==> config.mk <==
export PLATFORM = sky130hd
export DESIGN_NAME = gcd_engine
export DESIGN_NICKNAME = d
export VERILOG_FILES = /design/src/rtl/gcd_engine.sv
export SDC_FILE = /design/constraint.sdc
export NUM_CORES = 1
export LEC_CHECK = 0
export BUFFER_PORTS_ARGS = -buffer_cell sky130_fd_sc_hd__buf_2
export CAP_MARGIN = 20
export CORE_MARGIN = 2
export CORE_UTILIZATION = 40
export CTS_BUF_LIST = sky130_fd_sc_hd__clkbuf_2 sky130_fd_sc_hd__clkbuf_4 sky130_fd_sc_hd__clkbuf_8
export DETAILED_ROUTE_END_ITERATION = 10
export SYNTH_ARGS = -nofsm -noshare
export SYNTH_HDL_FRONTEND = slang
export SYNTH_SLANG_ARGS = --single-unit
==> constraint.sdc <==
create_clock -name clock -period 2.2 [get_ports clock]
set_input_delay 0.11 -clock clock [delete_from_list [all_inputs] [get_ports clock]]
set_output_delay 0.11 -clock clock [all_outputs]
set_load 0.05 [all_outputs]
==> src/rtl/gcd_engine.sv <==
// Iterative subtractive-Euclid GCD unit with valid/ready handshakes on both sides.
// Define GCD_ITER_COUNT_EN to add the iter_cnt output (saturating subtraction count).
//
// state | meaning
// IDLE  | waiting for an operand pair (in_ready=1)
// CALC  | subtracting smaller from larger until a zero or equal operand appears
// DONE  | presenting gcd_out/zero_err until out_ready
module gcd_engine #(
   parameter int WIDTH = 8
) (
   input  logic             clock,
   input  logic             reset,
   input  logic             in_valid,
   output logic             in_ready,
   input  logic [WIDTH-1:0] a_in,
   input  logic [WIDTH-1:0] b_in,
   output logic             out_valid,
   input  logic             out_ready,
   output logic [WIDTH-1:0] gcd_out,
`ifdef GCD_ITER_COUNT_EN
   output logic             zero_err,
   output logic [WIDTH-1:0] iter_cnt
`else
   output logic             zero_err
`endif
);

   typedef enum logic [1:0] {
      IDLE = 2'd0,
      CALC = 2'd1,
      DONE = 2'd2
   } state_t;

   state_t state;
   state_t next_state;

   logic [WIDTH-1:0] x;
   logic [WIDTH-1:0] y;
   logic             accept;
   logic             finish;
   logic             both_zero;

   always_ff @(posedge clock) begin
      if (reset) begin
         state <= IDLE;
      end else begin
         state <= next_state;
      end
   end

   always_comb begin
      next_state = state;
      in_ready   = 1'b0;
      out_valid  = 1'b0;
      accept     = 1'b0;
      both_zero  = (x == '0) && (y == '0);
      finish     = (x == '0) || (y == '0) || (x == y);
      case (state)
         IDLE: begin
            in_ready = 1'b1;
            if (in_valid) begin
               accept     = 1'b1;
               next_state = CALC;
            end
         end
         CALC: begin
            if (finish) begin
               next_state = DONE;
            end
         end
         DONE: begin
            out_valid = 1'b1;
            if (out_ready) begin
               next_state = IDLE;
            end
         end
         default: next_state = IDLE;
      endcase
   end

   // Result registers are only written on the CALC exit edge, so they hold through DONE and IDLE.
   always_ff @(posedge clock) begin
      if (reset) begin
         x        <= '0;
         y        <= '0;
         gcd_out  <= '0;
         zero_err <= 1'b0;
      end else if (accept) begin
         x <= a_in;
         y <= b_in;
      end else if (state == CALC) begin
         if (both_zero) begin
            gcd_out  <= '0;
            zero_err <= 1'b1;
         end else if (x == '0) begin
            gcd_out  <= y;
            zero_err <= 1'b0;
         end else if (finish) begin
            gcd_out  <= x;
            zero_err <= 1'b0;
         end else if (x > y) begin
            x <= x - y;
         end else begin
            y <= y - x;
         end
      end
   end

`ifdef GCD_ITER_COUNT_EN
   always_ff @(posedge clock) begin
      if (reset) begin
         iter_cnt <= '0;
      end else if (accept) begin
         iter_cnt <= '0;
      end else if ((state == CALC) && !finish && (iter_cnt != '1)) begin
         iter_cnt <= iter_cnt + WIDTH'(1);
      end
   end
`endif

endmodule

==> flow_summary_export.csv, run 1 <==
group,metric,value,unit
finish,fill_cells,502,
global_route,grt_util_met2,32.39,%
worst_setup_path,arrival,2.37,ns
global_route,antenna_found_initial,0,
place,routabilityCongestion,0.8150,
sta,finalMaxSlewViolations,0,
route,drt-vias-per-instance,5.597,
hold_path,worstHoldEndpoint,"x[7]",
sta,worst_pin_slew,0.7038,ns
global_route,grt_start_max_net_pins,39,
sta,slew_headroom,53.08,%
synthesis,synthTopCellsByArea,"dfxtp_1 (24%), ha_1 (8.4%), a21oi_1 (5.4%)",
global_route,grt_first_pass_wirelength,9887,um
global_route,grt_use_met1,29.02,%
synthesis,syn_area,2225,um2
worst_setup_path,crit_path_start_kind,"register",
synthesis,yosys-top-cells-count,"dfxtp_1 (27), nor2_1 (25), a21oi_1 (24)",
floorplan,die_area,6174,um2
floorplan,pin_count,31,
clocking,clockBufferDepth,2,
sta,setup_violations,0,
finish,layout.cells.non_filler,404,
synthesis,ys_seq_elements,27,
global_route,top_usage_layer,"met2",
route,firstDrtPassIters,5,
clocking,cts_tree,"built",
synthesis,synth_area_per_cell,8.332,um2
finish,multi_input_area,1645,um2
clocking,cts_sinks,27,
clocking,clk_pin_slew,0.11,ns
hold_path,whs_path_depth,3,
route,via_count,2261,
floorplan,coreArea,5439,um2
sta,period_minus_slack,2.158,ns
sta,rsz0062_at_grt,"yes",
route,avgRoutedWirePerCell,16.27,um
worst_setup_path,path_max_fanout,4,
global_route,use_met3,2.069,%
synthesis,synth.top_cell.area_share,24.30,%
sta,skew,0.01188,ns
synthesis,synthesis.nets,304,
floorplan,die_y,78.58,um
clocking,clockRootBuffer,"clkbuf_8",
outcome,status,"finished clean",
sta,fmax,463.4,MHz
synthesis,synth_largest_area_cell,"dfxtp_1",
worst_setup_path,cp-end-kind,"register",
place,port_buffers,30,
worst_setup_path,reg2reg_depth,9,
worst_setup_path,cpMaxStageDelayCell,"fa_2",
finish,drive_gt1_share,41.57,%
worst_setup_path,worstPathRequired,2.41,ns
floorplan,num_rows,27,
route,routed_wirelength,6574,um
route,drtIter0Drc,97,
floorplan,initial_core_util,40.90,%
worst_setup_path,r2r_end,"y[1]",
clocking,cts_hold_buf,0,
finish,final_nets,370,
global_route,overflow,0,
synthesis,synthDistinctLibCells,61,
synthesis,synth.yosys.seq_area_share,24.30,%
synthesis,yosysWarnings,0,
synthesis,synthFlopType,"dfxtp_1",
worst_setup_path,slowest_delay,0.38,ns
synthesis,yosysMostFrequentCell,"dfxtp_1",
sta,hold_viol,0,
synthesis,syn_inst,267,
synthesis,synth_edf_count,0,
place,dp.cells,393,
finish,regArea,561.8,um2
place,dp_hpwl,4845,um
route,ant_nets,0,
sta,tns,0,ns
route,drcViolationCount,0,
floorplan,fp.dieW,78.58,um
worst_setup_path,critical_path_class,"reg -> reg",
clocking,clk-insertion-delay-late,0.28,ns
finish,areaGrowthSynthToFinish,33.58,%
synthesis,async_flop_share,0,%
global_route,grt_pass1_vias,1997,
global_route,grt_usage,20.20,%
hold_path,holdCritStartpoint,"a_in[7]",
sta,period_share,98.08,%
finish,final_util,54.64,%
worst_setup_path,r2r_slack,0.04,ns
clocking,cts_buffers,3,
worst_setup_path,cp_cell_sequence,"inv_2 > ha_4 > fa_2 > nand2b_4 > a21oi_4 > o211ai_2 > buf_4 > a2111o_1 > o211ai_1",
hold_path,worstHoldPathType,"in -> reg",
worst_setup_path,worstReg2RegStart,"x[0]",
finish,n_antenna_cell,0,
flow_run,maxCapViolCount,0,
clocking,cts_htree_levels,1,
## cell families (layout without fill, tap and decap cells)
family	count (synthesis)	after routing	synth area share [%]
adders and majority gates	17	17	10.24
muxes	4	4	1.856
xor gates and xnor gates	6	6	2.362
buffers and inverters	38	103	8.492
AOI/OAI and AO/OA	86	86	28.52
DFF	27	27	24.30
and+or+nand+nor	89	89	24.24
## flip-flops by register name, indices dropped and copies added, names as in the netlist
signal / cells
gcd_out: 8
x: 8
y: 8
state: 2
zero_err: 1
## how the worst max path moves through the flow
stage | start | end | cells past startpoint
floorplan | x[0] | y[0] | 9
global placement | y[0] | y[6] | 9
detailed placement | x[0] | y[0] | 9
CTS | x[0] | y[6] | 8
global route | x[0] | y[1] | 9
finish | x[0] | y[1] | 9
## cell usage in the layout, fill, tap and decap left out, types with 4 or more instances in the layout
cell and instances:
a2111o_1 5, a211oi_1 8, a21oi_1 24, a32oi_1 5, buf_2 30, buf_4 45
buf_6 6, dfxtp_1 14, dfxtp_2 11, ha_1 6, ha_4 8, inv_1 12
inv_2 5, nand2_1 10, nand3_1 5, nand3b_1 6, nor2_1 25, nor2b_1 5
nor3_1 6, nor3b_1 4, o211ai_1 8, o21ai_0 8, or4_4 4, xor2_1 5
## through the flow
step | hold WS (ns) | instance area [um2] | setup WS, ns
after CTS | 0.07626 | 2771 | 0.01047
after floorplan | 0.2634 | 2231 | 0.003781
after detailed placement | 0.3643 | 2686 | -0.008334
final | 0.07870 | 2972 | 0.04221
after global placement | 0.3721 | 2686 | 0.03890
after global routing | 0.1038 | 2972 | -0.02957
## layout make-up
| class | count | area share (%) |
|---|---|---|
| Multi-Input combinational cell | 202 | 55.37 |
| Sequential cell | 27 | 18.91 |
| Timing Repair Buffer | 81 | 18.69 |
| Tap cell | 72 | 3.032 |
| Inverter | 18 | 2.358 |
| Clock buffer | 4 | 1.642 |
## critical path, delay by kind of cell, from the launching register on
kind / cells / cell delay (ns)
buffers and inverters: 2 / 0.22
adders and majority gates: 2 / 0.54
AOI/OAI and AO/OA: 4 / 0.79
DFF: 1 / 0.36
and+or+nand+nor: 1 / 0.16
## per-layer routing
metal	part of all wire [%]	wire (um)
met1	47	3112
met2	47	3096
met3	4.2	277
met4	1.4	89
met5	0	0
## what timing repair did
| action | CTS | global route |
|---|---|---|
| buffers inserted | 3 | 5 |
| setup endpoints to repair | 9 | 16 |
| pin swaps | 2 | 20 |
| gates resized for setup | 5 | 43 |
Power of run 1 is not shown: default switching activity piles up to over one toggle a cycle in this logic, so the estimate is an artifact.
==> inputs of run 2 (changes only) <==
--- a/config.mk
+++ b/config.mk
@@ -6,11 +6,13 @@
 export NUM_CORES = 1
 export LEC_CHECK = 0
 export BUFFER_PORTS_ARGS = -buffer_cell sky130_fd_sc_hd__buf_2
-export CAP_MARGIN = 20
+export CAP_MARGIN = 30
 export CORE_MARGIN = 2
 export CORE_UTILIZATION = 40
 export CTS_BUF_LIST = sky130_fd_sc_hd__clkbuf_2 sky130_fd_sc_hd__clkbuf_4 sky130_fd_sc_hd__clkbuf_8
 export DETAILED_ROUTE_END_ITERATION = 10
+export SETUP_SLACK_MARGIN = 0.5
+export SLEW_MARGIN = 20
 export SYNTH_ARGS = -nofsm -noshare
 export SYNTH_HDL_FRONTEND = slang
 export SYNTH_SLANG_ARGS = --single-unit
==> run 2 against run 1 <==
  * Global-route usage is 3.5 points higher
  * First-iteration DRC count is 90% higher
  * Worst setup slack better by 0.015 ns
  * Largest cell class unchanged
==> flow_summary_export.csv, run 2 (synthesis results as in run 1) <==
group,metric,value,unit
worst_setup_path,critical_path_class,"reg -> reg",
route,avgRoutedWirePerCell,18.20,um
global_route,overflow,0,
sta,finalMaxSlewViolations,0,
floorplan,die_y,78.58,um
sta,skew,0.003537,ns
floorplan,pin_count,31,
worst_setup_path,reg2reg_depth,9,
sta,worst_pin_slew,0.7968,ns
global_route,grt_start_max_net_pins,39,
global_route,antenna_found_initial,0,
finish,layout_common_cells,"buf_4 (42), buf_2 (30), a21oi_1 (22), buf_6 (19), nor2_1 (18)",
place,routabilityCongestion,0.8506,
place,place_ws,-0.01641,ns
sta,period_minus_slack,2.143,ns
route,drt-vias-per-instance,5.874,
floorplan,fp.dieW,78.58,um
outcome,status,"finished clean",
place,port_buffers,30,
worst_setup_path,slowest_delay,0.39,ns
worst_setup_path,path_buf_inv,2,
global_route,grt_pass1_vias,2314,
route,via_count,2467,
sta,fmax,466.6,MHz
place,dp_hpwl,4830,um
hold_path,worstHoldEndpoint,"x[7]",
clocking,clk_pin_slew,0.10,ns
worst_setup_path,worstPathRequired,2.42,ns
clocking,clockBufferDepth,2,
finish,final_nets,386,
finish,fill_cells,460,
worst_setup_path,path_max_fanout,6,
floorplan,coreArea,5439,um2
sta,slew_headroom,46.88,%
clocking,cts_htree_levels,1,
worst_setup_path,cpMaxStageDelayCell,"a2111o_1",
sta,setup_violations,0,
worst_setup_path,cp-end-kind,"register",
floorplan,die_area,6174,um2
global_route,grt_usage,23.70,%
route,ant_nets,0,
finish,drive_gt1_share,49.71,%
worst_setup_path,critical_path.top_delay_family,"compound AO/OA/AOI/OAI gates",
worst_setup_path,crit_path_start_kind,"register",
clocking,cts_tree,"built",
hold_path,whs_path_depth,3,
route,drtIter0Drc,184,
clocking,cts_sinks,27,
floorplan,num_rows,27,
route,routed_wirelength,7644,um
route,firstDrtPassIters,5,
sta,hold_viol,0,
sta,period_share,97.41,%
finish,largestRegisters,"gcd_out: 8 flops, x: 8 flops, y: 8 flops",
global_route,grt_first_pass_wirelength,11550,um
finish,n_antenna_cell,0,
flow_run,maxCapViolCount,0,
worst_setup_path,worstReg2RegStart,"x[0]",
sta,layout_setup_ws,0.05691,ns
hold_path,holdCritStartpoint,"a_in[7]",
hold_path,worstHoldPathType,"in -> reg",
clocking,clockRootBuffer,"clkbuf_8",
finish,areaGrowthSynthToFinish,49.55,%
worst_setup_path,crit_start,"x[0]",
worst_setup_path,r2r_slack,0.06,ns
worst_setup_path,cp_cell_sequence,"inv_2 > ha_4 > fa_2 > nand2b_4 > a21oi_4 > o211ai_4 > buf_6 > a2111o_1 > nand3_1",
finish,final_common_cell,"buf_4",
sta,rsz0062_at_grt,"yes",
clocking,clk-insertion-delay-late,0.28,ns
worst_setup_path,r2r_end,"y[0]",
floorplan,initial_core_util,40.90,%
worst_setup_path,arrival,2.36,ns
clocking,cts_buffers,3,
route,drcViolationCount,0,
run 2: metrics by stage:
stage	TNS (ns)	util, %	instances	hold slack [ns]	cell area (um2)
after global placement	0	50.91	386	0.3619	2769
after CTS	0	58.41	410	0.06642	3177
after global routing	-0.003811	61.17	420	0.07814	3327
final	0	61.17	420	0.06696	3327
after detailed placement	-0.02444	50.91	386	0.3657	2769
after floorplan	0	-	267	0.2634	2372
run 2: tightest hold or removal path: stages:
cell and delay, ns:
buf_2 0.08, nand3b_1 0.07, o311ai_1 0.07
run 2: worst max-delay path by stage:
stage / end / cells after the start / slack [ns]
2_1_floorplan: x[5] / 9 / 0.15
3_3_place_gp: y[5] / 8 / 0.003
3_5_place_dp: y[5] / 8 / -0.02
4_1_cts: y[6] / 7 / 0.09
5_1_grt: y[0] / 9 / -0.004
6_report: y[0] / 9 / 0.06
run 2: layer usage:
metal	vias up	track usage [%]	routed length, um	share of wire (%)
met4	0	7.018	214	2.8
met5	-	0	0	0
met3	25	3.678	474	6.2
li1	1169	-	-	-
met2	112	38.72	3631	48
met1	1161	32.16	3324	43
run 2: what timing repair did:
action,CTS,global route
pin swaps,22,25
setup endpoints to repair,27,27
hold buffers,0,0
gates cloned,3,0
resized for setup,38,24
setup buffers,17,10
run 2: final cells by class:
cell class              count  area [um2]  area share [%]
clock inverters             1       7.507          0.2256
well taps                  72       90.09           2.708
flip-flops and latches     27       564.3           16.96
repair buffers             94       739.5           22.23
multi-input cells         205        1814           54.53
clock buffers               3       41.29           1.241
inverters                  18       70.07           2.106
Power of run 2 is left out for the same reason.
==> inputs of run 3 (changes only) <==
--- a/config.mk
+++ b/config.mk
@@ -5,6 +5,7 @@
 export SDC_FILE = /design/constraint.sdc
 export NUM_CORES = 1
 export LEC_CHECK = 0
+export ABC_AREA = 1
 export BUFFER_PORTS_ARGS = -buffer_cell sky130_fd_sc_hd__buf_2
 export CAP_MARGIN = 30
 export CORE_MARGIN = 2
==> run 3 against run 2 <==
  * Die area decreased by 2.7%
  * Worst setup slack better by 0.26 ns
  * Worst hold slack worse by 0.0073 ns
==> flow_summary_export.csv, run 3 <==
group,metric,value,unit
synthesis,async_flop_share,0,%
synthesis,synth.top_cell.area_share,25.01,%
finish,final_common_cell,"nand2_1",
worst_setup_path,worstPathRequired,2.37,ns
route,drcViolationCount,0,
sta,worst_pin_slew,0.4209,ns
finish,n_antenna_cell,0,
clocking,clk-insertion-delay-late,0.29,ns
clocking,cts_sinks,27,
sta,finalMaxSlewViolations,0,
synthesis,synthesis.nets,365,
worst_setup_path,cp.depth,13,
route,avgRoutedWirePerCell,14.50,um
route,drtIter0Drc,124,
route,firstDrtPassIters,4,
finish,final_util,55.93,%
outcome,status,"finished clean",
clocking,clockBufferDepth,2,
worst_setup_path,r2r_end,"y[0]",
worst_setup_path,cp-end-kind,"register",
worst_setup_path,cpMaxStageDelayCell,"fa_2",
worst_setup_path,critical_path.endpoint,"y[0]",
sta,skew,0.004464,ns
sta,period_minus_slack,1.879,ns
synthesis,synthTopCellsByArea,"dfxtp_1 (25%), nand2_1 (15%), ha_1 (8.7%)",
sta,layout_setup_ws,0.3214,ns
global_route,antenna_found_initial,0,
place,dp_hpwl,4336,um
worst_setup_path,r2r_slack,0.32,ns
clocking,clk_pin_slew,0.11,ns
clocking,cts_hold_buf,0,
finish,areaGrowthSynthToFinish,33.87,%
synthesis,yosys-top-cells-count,"nand2_1 (86), inv_1 (40), nor2_1 (39)",
sta,hold_viol,0,
sta,period_share,85.39,%
synthesis,yosysMostFrequentCell,"nand2_1",
place,routabilityCongestion,0.8789,
global_route,grt_pass1_vias,2299,
place,dp.cells,422,
clocking,clockRootBuffer,"clkbuf_8",
clocking,cts_tree,"built",
floorplan,num_rows,26,
worst_setup_path,worstReg2RegStart,"x[0]",
route,drt-vias-per-instance,5.042,
floorplan,die_area,6006,um2
global_route,overflow,0,
finish,layout.cells.non_filler,452,
sta,tns,0,ns
sta,rsz0062_at_grt,"yes",
global_route,grt_first_pass_wirelength,10660,um
floorplan,coreArea,5172,um2
route,ant_nets,0,
hold_path,holdCritStartpoint,"out_ready",
hold_path,worstHoldPathType,"in -> reg",
finish,drive_gt1_share,35.08,%
worst_setup_path,reg2reg_depth,13,
synthesis,synthDistinctLibCells,32,
global_route,grt_usage,22.48,%
sta,fmax,532.3,MHz
synthesis,synthFlopType,"dfxtp_1",
worst_setup_path,critical_path.top_delay_family,"simple AND/OR/NAND/NOR gates",
place,port_buffers,30,
synthesis,syn_area,2161,um2
worst_setup_path,crit_path_start_kind,"register",
finish,fill_cells,528,
clocking,cts_buffers,3,
finish,layout_common_cells,"nand2_1 (79), inv_1 (34), nor2_1 (33), nand3_1 (30), buf_2 (30)",
synthesis,ys_seq_elements,27,
synthesis,synth_area_per_cell,6.588,um2
flow_run,maxCapViolCount,0,
sta,setup_violations,0,
synthesis,synth_edf_count,0,
synthesis,syn_inst,328,
worst_setup_path,slowest_delay,0.36,ns
global_route,grt_start_max_net_pins,21,
finish,final_nets,420,
synthesis,synth_largest_area_cell,"dfxtp_1",
worst_setup_path,critical_path_class,"reg -> reg",
worst_setup_path,cp_cell_sequence,"inv_2 > ha_4 > fa_2 > inv_2 > nand2_2 > nand2_1 > nand3b_1 > nand2_2 > nand2_4 > nand3_4 > nand2_8 > nand2_1 > a21oi_1",
floorplan,pin_count,31,
clocking,cts_htree_levels,1,
floorplan,initial_core_util,41.78,%
sta,slew_headroom,71.94,%
floorplan,fp.dieW,77.50,um
worst_setup_path,path_buf_inv,2,
worst_setup_path,crit_start,"x[0]",
floorplan,die_y,77.50,um
finish,largestRegisters,"gcd_out: 8 flops, x: 8 flops, y: 8 flops",
worst_setup_path,path_max_fanout,7,
place,place_ws,0.08490,ns
synthesis,yosysWarnings,0,
route,via_count,2279,
route,routed_wirelength,6554,um
worst_setup_path,arrival,2.04,ns
synthesis,synth.yosys.seq_area_share,25.01,%
[run 3: cell count changes after synthesis, moves of 7 or more]
cell / previous run / this run
nand2_1: 11 / 86
nand3_1: 5 / 31
inv_1: 18 / 40
nor2_1: 25 / 39
a211oi_1: 8 / 0
o211ai_1: 8 / 0
clkbuf_1: 8 / 1
[run 3: per-layer routing]
metal / track usage [%] / up-vias / routed length (um)
met5: 0 / - / 0
li1: - / 1151 / -
met1: 28.26 / 1059 / 2960
met2: 39.91 / 58 / 3227
met3: 2.674 / 11 / 277
met4: 7.143 / 0 / 89
[run 3: repair_timing]
action / in CTS / in global routing
setup buffers: 18 / 5
pin swaps: 11 / 11
gates resized for setup: 42 / 27
gates cloned: 2 / 1
endpoints found under the setup margin: 26 / 26
[run 3: worst min-delay path by stage]
| stage | end | slack (ns) | depth (start not counted) |
|---|---|---|---|
| 3_5_place_dp | state[1] | 0.37 | 4 |
| 6_report | state[1] | 0.06 | 4 |
| 3_3_place_gp | state[1] | 0.37 | 4 |
| 4_1_cts | state[1] | 0.06 | 4 |
| 5_1_grt | state[1] | 0.09 | 4 |
| 2_1_floorplan | state[1] | 0.28 | 3 |
[run 3: through the flow]
stage / cell area (um2) / hold WS [ns]
2_1_floorplan: 2211 / 0.2793
3_3_place_gp: 2372 / 0.3679
3_5_place_dp: 2372 / 0.3709
4_1_cts: 2745 / 0.05672
5_1_grt: 2893 / 0.09382
6_report: 2893 / 0.05962
[run 3: worst register-to-register path: stages (launching register included)]
cell      delay [ns]
dfxtp_2         0.35
inv_2           0.05
ha_4            0.16
fa_2            0.37
inv_2           0.06
nand2_2         0.05
nand2_1         0.06
nand3b_1        0.09
nand2_2         0.12
nand2_4         0.08
nand3_4         0.16
nand2_8         0.10
nand2_1         0.07
a21oi_1         0.05
[run 3: cells by family (layout without fill, tap and decap cells)]
family          count (synthesis)  count (layout)  synth area share (%)
buf+inv                        53             105                 12.62
compound gates                 50              50                 12.04
fa+ha+maj                      17              17                 10.54
simple gates                  174             176                 36.94
xor+xnor                        7               7                 2.837
flops                          27              27                 25.01
[run 3: layout make-up]
| cell class | count | area [um2] | area share (%) |
|---|---|---|---|
| multi-input cells | 250 | 1643 | 56.79 |
| clock buffers | 3 | 41.29 | 1.427 |
| inverters | 42 | 171.4 | 5.926 |
| repair buffers | 58 | 371.6 | 12.85 |
| repair inverters | 1 | 7.507 | 0.2595 |
| clock inverters | 1 | 7.507 | 0.2595 |
| well taps | 70 | 87.58 | 3.028 |
| flip-flops and latches | 27 | 563.0 | 19.46 |
Power of run 3 is left out for the same reason.
